[config.mk]
export PLATFORM = sky130hd
export DESIGN_NAME = demux_buffered
export DESIGN_NICKNAME = d
export VERILOG_FILES = /design/src/rtl/demux_buffered_pkg.sv /design/src/rtl/demux_buffered_fifo.sv /design/src/rtl/demux_buffered.sv
export SDC_FILE = /design/constraint.sdc
export NUM_CORES = 1
export LEC_CHECK = 0
export ABC_AREA = 1
export BUFFER_PORTS_ARGS = -buffer_cell sky130_fd_sc_hd__buf_2
export CAP_MARGIN = 0
export CORE_MARGIN = 10
export CORE_UTILIZATION = 50
export CTS_CLUSTER_SIZE = 10
export DETAILED_ROUTE_END_ITERATION = 8
export MAX_ROUTING_LAYER = met4
export PLACE_DENSITY_LB_ADDON = 0.15
export SLEW_MARGIN = 20
export SYNTH_ARGS = -nofsm -noshare
export SYNTH_HDL_FRONTEND = slang
export SYNTH_SLANG_ARGS = --single-unit
[constraint.sdc]
create_clock -name clk_i -period 2.07 [get_ports clk_i]
set_input_delay 0.1035 -clock clk_i [delete_from_list [all_inputs] [get_ports clk_i]]
set_output_delay 0.1035 -clock clk_i [all_outputs]
set_load 0.01 [all_outputs]
[src/rtl/demux_buffered_pkg.sv]
// demux_buffered: shared constants and helpers.
// Width helper mirroring the usual safe clog2 (never returns 0).
package demux_buffered_pkg;

    function automatic int safe_clog2(input int x);
        return (x <= 1) ? 1 : $clog2(x);
    endfunction

endpackage

[src/rtl/demux_buffered_fifo.sv]
// demux_buffered_fifo: per-lane circular FIFO with occupancy count.
// Storage is cleared on reset so an idle lane reads zero.
module demux_buffered_fifo
    import demux_buffered_pkg::*;
#(
    parameter int data_width_p = 8,
    parameter int els_p = 2,
    localparam int ptr_width_lp = safe_clog2(els_p),
    localparam int cnt_width_lp = safe_clog2(els_p + 1)
) (
    input  logic                    clk_i,
    input  logic                    reset_n_i,
    input  logic                    enq_i,
    input  logic [data_width_p-1:0] data_i,
    input  logic                    deq_i,
    output logic [data_width_p-1:0] data_o,
    output logic                    v_o,
    output logic                    full_o,
    output logic [cnt_width_lp-1:0] count_o
);

    logic [data_width_p-1:0] mem [els_p];
    logic [ptr_width_lp-1:0] rd_ptr;
    logic [ptr_width_lp-1:0] wr_ptr;
    logic                    enq_ok;
    logic                    deq_ok;

    assign full_o = (count_o == cnt_width_lp'(els_p));
    assign v_o    = (count_o != '0);
    assign enq_ok = enq_i & ~full_o;
    assign deq_ok = deq_i & v_o;
    assign data_o = mem[rd_ptr];

    always_ff @(posedge clk_i or negedge reset_n_i) begin
        if (!reset_n_i) begin
            rd_ptr  <= '0;
            wr_ptr  <= '0;
            count_o <= '0;
            for (int k = 0; k < els_p; k++) begin
                mem[k] <= '0;
            end
        end else begin
            if (enq_ok) begin
                mem[wr_ptr] <= data_i;
                wr_ptr      <= wr_ptr + ptr_width_lp'(1);
            end
            if (deq_ok) begin
                rd_ptr <= rd_ptr + ptr_width_lp'(1);
            end
            count_o <= count_o + cnt_width_lp'(enq_ok)
                               - cnt_width_lp'(deq_ok);
        end
    end

    // A dequeue on an empty lane is dropped in hardware but flagged here
    always @(posedge clk_i) begin
        if (reset_n_i) begin
            assert (!(deq_i && !v_o))
            else $error("dequeue on empty lane");
        end
    end

endmodule

[src/rtl/demux_buffered.sv]
// demux_buffered: unicast/broadcast demux into per-lane FIFOs.
// Broadcast is all-or-nothing; bad unicast selects drop with err_o.
module demux_buffered
    import demux_buffered_pkg::*;
#(
    parameter int data_width_p = 32,
    parameter int num_outputs_p = 4,
    parameter int els_p = 2,
    localparam int sel_width_lp = safe_clog2(num_outputs_p),
    localparam int cnt_width_lp = safe_clog2(els_p + 1)
) (
    input  logic                                  clk_i,
    input  logic                                  reset_n_i,
    input  logic                                  v_i,
    input  logic [data_width_p-1:0]               data_i,
    input  logic                                  bcast_i,
    input  logic [sel_width_lp-1:0]               sel_i,
    input  logic [num_outputs_p-1:0]              mask_i,
    output logic                                  ready_o,
    output logic [num_outputs_p-1:0]              v_o,
    output logic [num_outputs_p*data_width_p-1:0] data_o,
    input  logic [num_outputs_p-1:0]              yumi_i,
    output logic [num_outputs_p*cnt_width_lp-1:0] count_o,
    output logic                                  err_o
);

    logic [num_outputs_p-1:0] tgt;
    logic [num_outputs_p-1:0] full;
    logic                     bad_sel;
    logic                     acc;

    always_comb begin
        tgt     = '0;
        bad_sel = 1'b0;
        if (bcast_i) begin
            tgt = mask_i;
        end else if ({1'b0, sel_i} < (sel_width_lp + 1)'(num_outputs_p)) begin
            tgt = num_outputs_p'(1) << sel_i;
        end else begin
            bad_sel = 1'b1;
        end
    end

    // Full is start-of-cycle state: a same-cycle yumi does not free a slot
    assign ready_o = &(~tgt | ~full);
    assign acc     = v_i & ready_o;

    always_ff @(posedge clk_i or negedge reset_n_i) begin
        if (!reset_n_i) begin
            err_o <= 1'b0;
        end else begin
            err_o <= acc & bad_sel;
        end
    end

    for (genvar i = 0; i < num_outputs_p; i++) begin : g_lane
        demux_buffered_fifo #(
            .data_width_p(data_width_p),
            .els_p       (els_p)
        ) u_fifo (
            .clk_i    (clk_i),
            .reset_n_i(reset_n_i),
            .enq_i    (acc & tgt[i]),
            .data_i   (data_i),
            .deq_i    (yumi_i[i]),
            .data_o   (data_o[i*data_width_p +: data_width_p]),
            .v_o      (v_o[i]),
            .full_o   (full[i]),
            .count_o  (count_o[i*cnt_width_lp +: cnt_width_lp])
        );
    end

endmodule
==> impl_metrics.ini, run 1 <==
[status]
status = completed

[yosys]
ys_ff_latch = 272
ys_seq_area_frac = 0.520
synth_cells = 1707
synth_warnings = 0
ys_types = 21
syn-num-nets = 1761
syn_avg_cell_area_um2 = 7.67
netlist_area_um2 = 13100

[clock_network]
cts_tree = done
clock_path_buffers = 3
htreeDepth = 1
path_clk_slew_ns = 0.06
cts.sinks = 272
post-cts-setup-buffers = 0
cts-root-buf = clkbuf_16
clk-insertion-delay-late_ns = 0.55
cts_buffers = 31

[drt]
drcViolationCount = 0
routed_wl_mm = 41.2
drt-vias-per-instance = 5.54
wl_per_cell_um = 18.9
firstDrtPassIters = 5
ant_nets = 0
vias = 12100
drt_iter0_drc = 1386

[finish]
final_cell_mix = 925 x nand2_1, 272 x dfrtp_1, 264 x nand4_1
finalNonFillerCells = 2185
num-nets-final = 1894
layout_commonest_cell = nand2_1
final_area_um2 = 15500
area_growth_pct = 18.1
drive_gt1_frac = 0.151
nFillCells = 2394

[power]
p_per_area_nw_per_um2 = 1640
p_total_mw = 25.4
leakagePower_nw = 8.69
peakVddDrop_v = 0.000910

[timing]
slew_headroom = 0.567
fin_crit_sh = 0.931
min_period_ns = 1.93
tightest_slew_ns = 0.649
clock_skew_ns = 0.0272
setup_tns_ns = 0
rsz0062_at_grt = no
fmax_mhz = 519
slew_violations = 0
setup_violations = 0
worst_slack_ns = 0.142
hold_viol = 0

[die]
ios = 188
start_util = 0.506
core_um2 = 25900
die_x_um = 182
rows = 59
die_h_um = 182
die_area_um2 = 33100

[setup_path]
cp-start-kind = flop
worstPathArrival_ns = 1.82
rr_worst_depth = 11
required_ns = 1.97
crit_fanout = 23
crit_type = reg -> out
worst_setup_path_end_kind = output port

[placed_design]
dp_slack_ns = 0.213
dp_cells = 2105
portBuffers = 186
placed_cell_area_um2 = 14300
globalplace.congestion = 0.861
dp_hpwl_mm = 26.4

[hold_path]
hold_class = in -> async

[global_routing]
grt_usage = 0.249
overflow = 0
antenna_found_initial = 5
grt_pass1_wl_mm = 66.6
grt_max_degree = 87
grt_pass1_vias = 11800

[run]
maxCapViolCount = 0
final timing paths:
check	startpoint	end	slack (ns)
min in group clk_i	v_i	g_lane[2].u_fifo.wr_ptr	0.11
hold / removal	reset_n_i	g_lane[0].u_fifo.mem[41]	0.07
hold reg to reg	g_lane[3].u_fifo.mem[36]	g_lane[3].u_fifo.mem[36]	0.48
setup reg to reg	g_lane[2].u_fifo.count_o[1]	g_lane[0].u_fifo.count_o[1]	0.22
setup / recovery	g_lane[1].u_fifo.rd_ptr	data_o[62]	0.14
max in group asynchronous	reset_n_i	g_lane[2].u_fifo.mem[29]	1.32
per-stage QoR:
stage                     hold slack [ns]   util
final                              0.0711  0.597
after global routing               0.0955  0.597
after CTS                          0.0605  0.597
after detailed placement           0.0403  0.551
after global placement             0.0446  0.551
after floorplan                    -0.192      -
state kept, by name, indices dropped and copies added, names as in the netlist:
signal                 cells
g_lane.u_fifo.count_o      8
g_lane.u_fifo.mem        256
g_lane.u_fifo.rd_ptr       4
g_lane.u_fifo.wr_ptr       4
routing by layer:
| layer | vias up | track usage | part of all wire | routed length (µm) |
|---|---|---|---|---|
| met3 | 64 | 0.0479 | 0.073 | 3010 |
| met2 | 456 | 0.375 | 0.46 | 19100 |
| met1 | 5816 | 0.340 | 0.44 | 18100 |
| li1 | 5774 | - | - | - |
| met4 | 0 | 0.0641 | 0.025 | 1020 |
| met5 | - | - | 0 | 0 |
critical path, cell delays in order (launching register included):
cell and delay [ns]:
dfrtp_1 0.34, clkinv_1 0.35, buf_12 0.31, nand2_1 0.06, nand2_1 0.07, buf_2 0.15
Yosys cell counts, drive strengths merged:
| cell type | instances | area (µm²) |
|---|---|---|
| xor2 | 8 | 70.1 |
| buf | 29 | 155 |
| nand3 | 4 | 20.0 |
| dfrtp | 272 | 6810 |
| ha | 8 | 100 |
| nor3 | 1 | 10.0 |
| o21ai | 2 | 10.0 |
| inv | 30 | 113 |
| or2 | 1 | 6.26 |
| and2 | 4 | 25.0 |
| conb | 1 | 3.75 |
| nor2 | 5 | 21.3 |
| clkbuf | 145 | 584 |
| nand2 | 925 | 3470 |
| nand4 | 264 | 1650 |
| xnor2 | 4 | 35.0 |
| clkinv | 4 | 15.0 |
what timing repair did:
action / in CTS / in global routing
endpoints found under the hold margin: 532 / 0
hold buffers: 37 / 0
gates resized for setup: 2 / 0
endpoints found under the setup margin: 35 / 0
layout make-up:
type / count / area (µm²) / share of cell area
Multi-Input combinational cell: 1227 / 5440 / 0.351
Timing Repair Buffer: 274 / 1860 / 0.120
Clock buffer: 36 / 795 / 0.0514
Inverter: 34 / 130 / 0.00841
Antenna cell: 5 / 12.5 / 0.000809
Tap cell: 335 / 419 / 0.0271
Sequential cell: 272 / 6810 / 0.440
Clock inverter: 2 / 13.8 / 0.000890
power breakdown:
| part | total, mW | switching, mW | internal [mW] |
|---|---|---|---|
| Clock | 4.72 | 2.07 | 2.65 |
| Sequential | 9.03 | 1.27 | 7.76 |
| Combinational | 11.7 | 7.65 | 4.03 |
| Total | 25.4 | 11.0 | 14.4 |
kinds of logic (layout without fill, tap and decap cells):
family,after synthesis,in the layout,synth area share
and+or+nand+nor,1204,1204,0.397
DFF,272,272,0.520
buffers and inverters,208,346,0.0662
xor gates and xnor gates,12,12,0.00802
adders and majority gates,8,8,0.00764
AOI/OAI and AO/OA,2,2,0.000764
other,1,6,0.000286
No activity file was read; power rests on OpenSTA's default activity.
==> run 2, diff against run 1 <==
Settings changed: CELL_PAD_IN_SITES_DETAIL_PLACEMENT from default to 0, CELL_PAD_IN_SITES_GLOBAL_PLACEMENT from default to 1, CORE_UTILIZATION 50 to 42, CTS_CLUSTER_DIAMETER from default to 30.
==> impl_metrics.ini, run 2 (synthesized netlist as in run 1, its figures left out) <==
[status]
status = completed

[global_routing]
antenna_found_initial = 6
grt_pass1_wl_mm = 71.8
grt_usage = 0.236
grt_pass1_vias = 12300
overflow = 0
grt_max_degree = 64

[die]
die_area_um2 = 38700
die_h_um = 197
rows = 64
ios = 188
start_util = 0.427
die_x_um = 197
core_um2 = 30700

[drt]
drcViolationCount = 0
ant_nets = 0
vias = 12500
firstDrtPassIters = 6
routed_wl_mm = 45.3
wl_per_cell_um = 19.3
drt_iter0_drc = 1026
drt-vias-per-instance = 5.30

[timing]
setup_violations = 0
setup_tns_ns = 0
fmax_mhz = 519
slew_headroom = 0.625
tightest_slew_ns = 0.563
clock_skew_ns = 0.0229
slew_violations = 0
hold_viol = 0
min_period_ns = 1.93
rsz0062_at_grt = no
fin_crit_sh = 0.932

[finish]
drive_gt1_frac = 0.193
num-nets-final = 1940
area_growth_pct = 32.4
utilization = 0.565
largest_register_ff_count = 256
final_area_um2 = 17300
top_register = g_lane.u_fifo.mem
layout_commonest_cell = nand2_1
final_cell_mix = 925 x nand2_1, 272 x dfrtp_1, 264 x nand4_1
top_regs = g_lane.u_fifo.mem (256), g_lane.u_fifo.count_o (8)

[setup_path]
rrSetupSlack_ns = 0.23
cp-endpoint = data_o[78]
r2r-start = g_lane[2].u_fifo.count_o[1]
crit_type = reg -> out
crit_fanout = 21
cp-start-kind = flop
rr_worst_depth = 11
setup.worst_path.start = g_lane[2].u_fifo.rd_ptr
worst_setup_path_end_kind = output port
rr_endpoint = g_lane[0].u_fifo.count_o[1]
required_ns = 1.97
worstPathArrival_ns = 1.82

[clock_network]
path_clk_slew_ns = 0.04
cts_tree = done
clock_path_buffers = 3
cts_buffers = 71
clk-insertion-delay-late_ns = 0.57
post-cts-setup-buffers = 0
cts.sinks = 272
cts-root-buf = clkbuf_16
htreeDepth = 3

[power]
power_frac_comb = 0.361
switchingPower_mw = 12.6
p_per_area_nw_per_um2 = 1880
internal-power_mw = 20.1
clkPwrFrac = 0.360
pwr-share-seq = 0.279
switching_share = 0.385
p_total_mw = 32.7
leakagePower_nw = 9.57
peakVddDrop_v = 0.000849

[placed_design]
placed_cell_area_um2 = 14400
portBuffers = 186
dp_hpwl_mm = 28.5
globalplace.congestion = 0.838

[run]
maxCapViolCount = 0

[hold_path]
hold_class = in -> async
-- run 2: cell count changes in the layout (fill, tap and decap cells not counted), sizes merged --
cell      previous run  this run
diode                5         9
clkinvlp             0         7
inv                 31        33
clkinv               5        20
clkbuf              36        93
buf                237       243
bufinv               0        11
-- run 2: critical path, stage by stage, from the launching register on --
cell	delay, ns
dfrtp_1	0.35
buf_4	0.19
clkinv_1	0.07
buf_4	0.26
nand2_1	0.08
nand2_1	0.15
buf_2	0.16
-- run 2: power by group through the flow --
stage	combinational [mW]	sequential, mW	clock, mW
detailed placement	11.8	9.12	0
floorplan	7.26	8.80	0
finish	11.8	9.10	11.8
CTS	11.9	9.09	11.9
global placement	11.7	9.07	0
global route	13.2	9.42	12.2
-- run 2: worst min path at each step --
stage | startpoint | end | cells after the start
floorplan | reset_n_i | g_lane[0].u_fifo.count_o[0] | 0
global placement | reset_n_i | g_lane[1].u_fifo.mem[38] | 1
finish | reset_n_i | g_lane[1].u_fifo.mem[6] | 2
CTS | reset_n_i | g_lane[1].u_fifo.mem[41] | 2
global route | reset_n_i | g_lane[1].u_fifo.mem[36] | 2
detailed placement | reset_n_i | g_lane[1].u_fifo.mem[41] | 1
-- run 2: layer usage --
metal	vias up	GRT usage	share of wire
li1	5928	-	-
met1	5977	0.318	0.45
met2	463	0.354	0.46
met3	85	0.0423	0.068
met4	0	0.0803	0.027
met5	-	-	0
-- run 2: metrics by stage --
stage	hold WS (ns)	setup slack, ns	cells
after detailed placement	0.0751	0.256	2172
after floorplan	-0.192	0.128	1707
after global placement	0.0713	0.288	2172
after global routing	0.103	0.0333	2345
final	0.0864	0.142	2348
after CTS	0.0911	0.0775	2339
-- run 2: repair_timing --
item	4_1_cts	5_1_grt
hold endpoints to repair	532	0
endpoints found under the setup margin	0	20
gates resized for setup	0	1
hold buffers	37	0
-- run 2: layout make-up --
cell class | count | area, µm²
Sequential cell | 272 | 6810
Fill cell | 2889 | 13300
Timing Repair Buffer | 280 | 1860
Tap cell | 396 | 495
Inverter | 34 | 131
Clock buffer | 93 | 2050
Antenna cell | 9 | 22.5
Clock inverter | 37 | 532
Multi-Input combinational cell | 1227 | 5440
